[src/rtl/framebuffer_scanout.sv]
`default_nettype none
// ============================================================================
// Module   : framebuffer_scanout
// Purpose  : 640x480@60 VGA scanout of a 320x240 3-bpp framebuffer (2x2 pixels)
// Revision : 1.0 - initial release
// ============================================================================
module framebuffer_scanout #(
    parameter int H_VISIBLE = 640,
    parameter int H_FRONT   = 16,
    parameter int H_SYNC    = 96,
    parameter int H_BACK    = 48,
    parameter int V_VISIBLE = 480,
    parameter int V_FRONT   = 10,
    parameter int V_SYNC    = 2,
    parameter int V_BACK    = 33
) (
    input  logic        clock,
    input  logic        reset_n,
    output logic [18:0] ram_address,
    output logic        ram_read_enable,
    input  logic [2:0]  ram_read_data,
    output logic        vga_hsync,
    output logic        vga_vsync,
    output logic [3:0]  vga_r,
    output logic [3:0]  vga_g,
    output logic [3:0]  vga_b,
    output logic        frame_start,
    output logic        vblank
);

    localparam logic [9:0] c_H_VIS    = 10'(H_VISIBLE);
    localparam logic [9:0] c_HS_START = 10'(H_VISIBLE + H_FRONT);
    localparam logic [9:0] c_HS_END   = 10'(H_VISIBLE + H_FRONT + H_SYNC);
    localparam logic [9:0] c_H_LAST   = 10'(H_VISIBLE + H_FRONT + H_SYNC + H_BACK - 1);
    localparam logic [9:0] c_V_VIS    = 10'(V_VISIBLE);
    localparam logic [9:0] c_VS_START = 10'(V_VISIBLE + V_FRONT);
    localparam logic [9:0] c_VS_END   = 10'(V_VISIBLE + V_FRONT + V_SYNC);
    localparam logic [9:0] c_V_LAST   = 10'(V_VISIBLE + V_FRONT + V_SYNC + V_BACK - 1);

    logic [9:0]  h_q, h_d, v_q, v_d;
    logic [18:0] addr_q, addr_d;
    logic        ren_q, ren_d;
    logic        act1_q, act1_d, hs1_q, hs1_d, vs1_q, vs1_d;
    logic        act2_q, act2_d, hs2_q, hs2_d, vs2_q, vs2_d;
    logic [11:0] rgb_q, rgb_d;
    logic        hsync_q, hsync_d, vsync_q, vsync_d;
    logic        fs_q, fs_d, vblank_q, vblank_d;

    logic        w_active, w_hs, w_vs;
    logic [18:0] w_vhalf, w_addr;

    // Stage 0: decode the raw counter position
    assign w_active = (h_q < c_H_VIS) && (v_q < c_V_VIS);
    assign w_hs     = ~((h_q >= c_HS_START) && (h_q < c_HS_END));
    assign w_vs     = ~((v_q >= c_VS_START) && (v_q < c_VS_END));
    // 320*y built as 256*y + 64*y to avoid a multiplier
    assign w_vhalf  = {10'd0, v_q[9:1]};
    assign w_addr   = (w_vhalf << 8) + (w_vhalf << 6) + {10'd0, h_q[9:1]};

    always_comb begin
        h_d = h_q + 10'd1;
        v_d = v_q;
        if (h_q == c_H_LAST) begin
            h_d = 10'd0;
            v_d = (v_q == c_V_LAST) ? 10'd0 : v_q + 10'd1;
        end

        addr_d = w_active ? w_addr : 19'd0;
        ren_d  = w_active;
        act1_d = w_active;
        hs1_d  = w_hs;
        vs1_d  = w_vs;

        act2_d = act1_q;
        hs2_d  = hs1_q;
        vs2_d  = vs1_q;

        rgb_d   = act2_q ? {{4{ram_read_data[2]}}, {4{ram_read_data[1]}},
                            {4{ram_read_data[0]}}} : 12'h000;
        hsync_d = hs2_q;
        vsync_d = vs2_q;

        fs_d     = (h_q == 10'd0) && (v_q == c_V_VIS);
        vblank_d = (v_q >= c_V_VIS);
    end

    always_ff @(posedge clock or negedge reset_n) begin
        if (!reset_n) begin
            h_q      <= 10'd0;
            v_q      <= 10'd0;
            addr_q   <= 19'd0;
            ren_q    <= 1'b0;
            act1_q   <= 1'b0;
            hs1_q    <= 1'b1;
            vs1_q    <= 1'b1;
            act2_q   <= 1'b0;
            hs2_q    <= 1'b1;
            vs2_q    <= 1'b1;
            rgb_q    <= 12'h000;
            hsync_q  <= 1'b1;
            vsync_q  <= 1'b1;
            fs_q     <= 1'b0;
            vblank_q <= 1'b0;
        end else begin
            h_q      <= h_d;
            v_q      <= v_d;
            addr_q   <= addr_d;
            ren_q    <= ren_d;
            act1_q   <= act1_d;
            hs1_q    <= hs1_d;
            vs1_q    <= vs1_d;
            act2_q   <= act2_d;
            hs2_q    <= hs2_d;
            vs2_q    <= vs2_d;
            rgb_q    <= rgb_d;
            hsync_q  <= hsync_d;
            vsync_q  <= vsync_d;
            fs_q     <= fs_d;
            vblank_q <= vblank_d;
        end
    end

    assign ram_address     = addr_q;
    assign ram_read_enable = ren_q;
    assign vga_r           = rgb_q[11:8];
    assign vga_g           = rgb_q[7:4];
    assign vga_b           = rgb_q[3:0];
    assign vga_hsync       = hsync_q;
    assign vga_vsync       = vsync_q;
    assign frame_start     = fs_q;
    assign vblank          = vblank_q;

endmodule
`default_nettype wire

[config.mk]
export PLATFORM = sky130hd
export DESIGN_NAME = framebuffer_scanout
export DESIGN_NICKNAME = d
export VERILOG_FILES = /design/src/rtl/framebuffer_scanout.sv
export SDC_FILE = /design/constraint.sdc
export NUM_CORES = 1
export LEC_CHECK = 0
export BUFFER_PORTS_ARGS = -buffer_cell sky130_fd_sc_hd__buf_2
export CAP_MARGIN = 10
export CELL_PAD_IN_SITES_DETAIL_PLACEMENT = 1
export CELL_PAD_IN_SITES_GLOBAL_PLACEMENT = 2
export CORE_MARGIN = 2
export CORE_UTILIZATION = 39
export CTS_BUF_LIST = sky130_fd_sc_hd__clkbuf_16
export DETAILED_ROUTE_END_ITERATION = 10
export PLACE_DENSITY = 0.94
export SETUP_SLACK_MARGIN = 0.3
export SLEW_MARGIN = 0
export SYNTH_ARGS = -nofsm -noshare
export SYNTH_HDL_FRONTEND = slang
export SYNTH_SLANG_ARGS = --single-unit
[constraint.sdc]
create_clock -name clock -period 6.3 [get_ports clock]
set_clock_uncertainty 0.1 [all_clocks]
set_input_delay 0 -clock clock [delete_from_list [all_inputs] [get_ports clock]]
set_output_delay 0 -clock clock [all_outputs]
set_load 0.1 [all_outputs]
# Word level (Yosys, flattened, before mapping)
# Index checks and enable logic that the tools add are counted.
# Widths: inputs -> output; s select.
[op_classes] bitwise=2 n_eq_ne=3 shift=0 n_div=0 mux=4 multipliers=0 n_addsub=4 magnitude_cmp=7 n_reduce_logical=5
[ops] operator="$add 10x1->10 const B" count=2
[ops] operator="$eq 10x10->1 const B" count=2
[ops] operator="$ge 10x9->1 const B" count=2
[ops] operator="$lt 10x10->1 const B" count=2
[ops] operator="$lt 10x9->1 const B" count=2
[ops] operator="$mux 10" count=2
[ops] operator="$add 18x9->19" count=1
[ops] operator="$mux 19" count=1
[ops] operator="$add 17x15->18" count=1
[ops] operator="$mux 12" count=1
[ops] operator="$eq 10x9->1 const B" count=1
[ops] operator="$ge 10x10->1 const B" count=1
[ops] operator="$logic_not 10->1" count=1
[ops] operator="$logic_and 1x1->1" count=4
[ops] operator="$not 1->1" count=2
[totals] inputBits=5 ramBits=0 register_bits=61 output_inout_bits=36 latchBits=0 mem_bits_ro=0 mem_count=0

# Logic depth before layout (Yosys ltp)
[depth] depth_word=3 mapped_depth=9 mapped_depth_nobuf=9

# Least setup slack after synthesis
# Ideal clock, no wire load.
[synth_path] path_kind="reg-to-reg" startpoint="register v_q[1]" endpoint="register addr_q[16] (netlist: ram_address[16])" arrival_time_ns=2.406 synth_period_minus_slack_ns=2.640 path_slack_ns=3.660 setup_time_ns=0.133 stages_incl_launch_ff=10 cell_sequence="dfrtp_1 -> inv_1 -> fa_1 -> inv_1 -> ha_1 -> a21oi_1 -> o211ai_1 -> or2_2 -> a2111oi_0 -> nor2_1"
[synth_via] elab_chain_len=3 word_cells_on_any_way=5 classes_between="2 x add/sub; 1 x order compare; 1 x mux; 1 x reduce/logical"
[synth_rtl] item="start: declaration" line_no="40" text="logic [9:0] h_q, h_d, v_q, v_d;"
[synth_rtl] item="start signal: assignment" line_no="106" text="v_q <= v_d;"
[synth_rtl] item="$add 17x15->18 or $lt 10x9->1 (tied branches)" line_no="58, 53"
[synth_rtl] item="$add 18x9->19 or $logic_and 1x1->1 (tied branches)" line_no="58, 53"
[synth_rtl] item="$mux 19 (*)" line_no="68" text="addr_d = w_active ? w_addr : 19'd0;"
[synth_rtl] item="via addr_d[16]" line_no="41" text="logic [18:0] addr_q, addr_d;"
[synth_rtl] item="end signal: assignment" line_no="107" text="addr_q <= addr_d;"
[synth_rtl] item="end: declaration" line_no="41"
# Mark *: on every way through the listed nets, which the timed path passes. The rest lies on a longest branch.
# A chain may end at the register's enable or synchronous reset.

# Final worst setup path
# Same ends and word-level chain as after synthesis.

==> impl_metrics.csv <==
group,metric,value,unit
outcome,status,"complete, no violations",
timing,rsz0062_at_grt,"false",
placed_design,gp_congestion,0.776,
routing,wl_per_cell,16.0,µm
setup_path,cp.required,6.35,ns
routing,viasPerCell,5.29,
placed_design,portBuffers,39,
routing,route.detailed.drc,0,
routing,drt-initial-drc-count,61,
global_route,antenna_found_initial,0,
clocking,cts_buffers,5,
die,die_x,85.3,µm
timing,slew-limit-headroom,0.568,
timing,setup_viol,0,
synth,netlist_area,2580,µm²
timing,min_period,3.07,ns
setup_path,critPathArrivalTime,3.12,ns
global_route,grt_pass1_vias,1854,
synth,ys_warn_count,0,
setup_path,endpoint_kind,"flop",
setup_path,max_stage_delay,0.58,ns
power,power_density,218,nW/µm²
timing,whs,0.251,ns
run,drv_cap,0,
finish,syn2layout_area_growth,14.7,%
finish,drive_gt1_frac,0.215,
clocking,clock_latency,0.29,ns
synth,seq_area_frac_synth,0.498,
clocking,cts_tree,"done",
setup_path,crit_chain,"inv_1, fa_1, inv_1, ha_1, a21oi_1, o211ai_1, or2_2, a2111oi_0, nor2_1",
placed_design,dp_hpwl,3860,µm
clocking,clock-root-buffer,"clkbuf_16",
die,core_area,6390,µm²
synth,synth_edf_count,0,
synth,synthCells,237,
timing,worstMarginPinSlew,0.648,ns
synth,async_flop_share,1.00,
clocking,path_clk_slew,0.07,ns
clocking,postCtsSetupBuffers,0,
setup_path,crit_buf_inv,2,
worst_hold_path,hp-class,"in -> async",
finish,diodes,0,
timing,drv_slew,0,
clocking,cts.sinks,51,
synth,synth-seq-cells,51,
clocking,clockBufferDepth,2,
setup_path,cp_top_family,"adder cells",
routing,drtPass1Iterations,4,
die,die_area,7280,µm²
timing,tns,0,ns
finish,final_nets,302,
global_route,grt.total_usage,0.163,
die,start_util,0.404,
power,peakVddDrop,0.209,mV
synth,synth_cell_types,45,
global_route,grt_overflow,0,
synth,avgSynthCellArea,10.9,µm²
setup_path,critPathMostFrequentCell,"inv_1",
setup_path,slowest_stage,"fa_1",
die,fp.dieH,85.3,µm
routing,antenna_left,0,
setup_path,crit_path_max_fanout,8,
clocking,cts_max_level,2,
routing,dr_total_vias,1858,
setup_path,start_kind,"flop",
timing,finalCritPeriodShare,0.487,
timing,fmax,326,MHz
power,leakage,1.46,nW
routing,drt-total-wl,5620,µm
setup_path,crit_type,"reg -> reg",
die,ios,41,
global_route,grt_max_degree,52,
timing,hold_violations,0,
die,rows,29,
setup_path,r2r_slack,3.23,ns
synth,ys.flop_type,"dfrtp_1",
global_route,grt_first_pass_wirelength,9370,µm
==> registers in the layout, summed over array words and instances, names as in the netlist, 3 cells and up <==
| signal | cells |
|---|---|
| ram_address | 18 |
| h_q | 10 |
| v_q | 10 |
| rgb_q | 3 |
==> power breakdown <==
group,leakage (nW),internal (W),switching (W)
Clock,0.0674,0.000147,0.000119
Sequential,0.647,0.000329,0.000000824
Combinational,0.746,0.00000618,0.0000434
Total,1.46,0.000482,0.000163
==> synth_stat cells (2+ instances only) <==
cell type   n  area, µm²
xnor2_1     6       52.6
dfstp_2     6        158
nand2_1    13       48.8
and3_1      4       25.0
ha_1       22        275
a21oi_1     5       25.0
nand3_1    10       50.1
dfrtp_1    45       1130
nor3_1      8       40.0
inv_1      15       56.3
o31ai_1     2       15.0
xor2_1      6       52.6
or2_2       2       12.5
o21ai_0    13       65.1
nor4_1      2       12.5
o211ai_1    2       15.0
o21a_1      3       22.5
buf_2       2       10.0
clkbuf_1    2       7.51
buf_4      12       90.1
and2_1     10       62.6
nor2b_1     3       18.8
fa_1        2       40.0
nand4_1     4       25.0
a31oi_1     4       25.0
nor2_1     13       48.8
or3_1       2       12.5
nand2b_1    2       12.5
==> tightest hold or removal path, cell delays in order <==
cell           delay [ns]
dlygate4sd3_1        0.52
buf_2                0.09
buf_4                0.51
==> routing by layer <==
layer  global-route usage  wire length, µm
met1                0.210             2500
met2                0.276             2780
met3               0.0302              251
met4               0.0548               86
met5                    0                0
==> stage by stage <==
stage | instances | power [W] | setup slack [ns] | area (µm²) | util
finish | 351 | 0.000645 | 3.23 | 2960 | 0.464
global route | 351 | 0.000665 | 3.11 | 2960 | 0.464
CTS | 351 | 0.000650 | 3.25 | 2960 | 0.464
detailed placement | 339 | 0.000384 | 3.32 | 2780 | 0.435
global placement | 339 | 0.000383 | 3.52 | 2780 | 0.435
floorplan | 238 | 0.000376 | 3.66 | 2580 | -
==> cell usage in the layout (no fill, tap or decap), types with 6 or more instances in the layout <==
cell     Yosys  final
nand3_1     10     10
dfstp_2      6      6
dfrtp_1     45     45
ha_1        22     22
o21ai_0     13     13
buf_2        2     39
and2_1      10     10
nor3_1       8      8
xnor2_1      6      6
nand2_1     13     13
nor2_1      13     13
xor2_1       6      6
inv_1       15     15
==> worst paths after layout <==
| kind | from | to | cells past startpoint |
|---|---|---|---|
| worst max-delay path | v_q[1] | ram_address[16] | 9 |
| worst min-delay path | reset_n | ram_address[0] | 3 |
| worst min register to register | hs2_q | vga_hsync | 0 |
| max in group asynchronous | reset_n | h_q[7] | 3 |
| worst max register to register | v_q[1] | ram_address[16] | 9 |
| min in group clock | hs2_q | vga_hsync | 0 |
==> what timing repair did <==
action / CTS / global route
hold endpoints to repair: 48 / 0
hold buffers: 4 / 0
gates resized for setup: 0 / 0
==> final cells by class <==
| class | instances | area, µm² |
|---|---|---|
| clock buffer | 5 | 125 |
| clock inverter | 3 | 20.0 |
| fill | 720 | 3430 |
| inverter | 15 | 56.3 |
| multi-input combinational | 156 | 1140 |
| sequential | 51 | 1280 |
| tap | 77 | 96.3 |
| timing repair buffer | 44 | 243 |
==> cell families after synthesis <==
logic type | after synthesis | synth area share
flops | 51 | 0.498
simple gates | 81 | 0.183
other cells | 1 | 0.00145
mux | 1 | 0.00436
fa+ha+maj | 24 | 0.122
buf+inv | 31 | 0.0635
xor+xnor | 12 | 0.0407
compound gates | 36 | 0.0873
(Power assumes the default switching activity.)
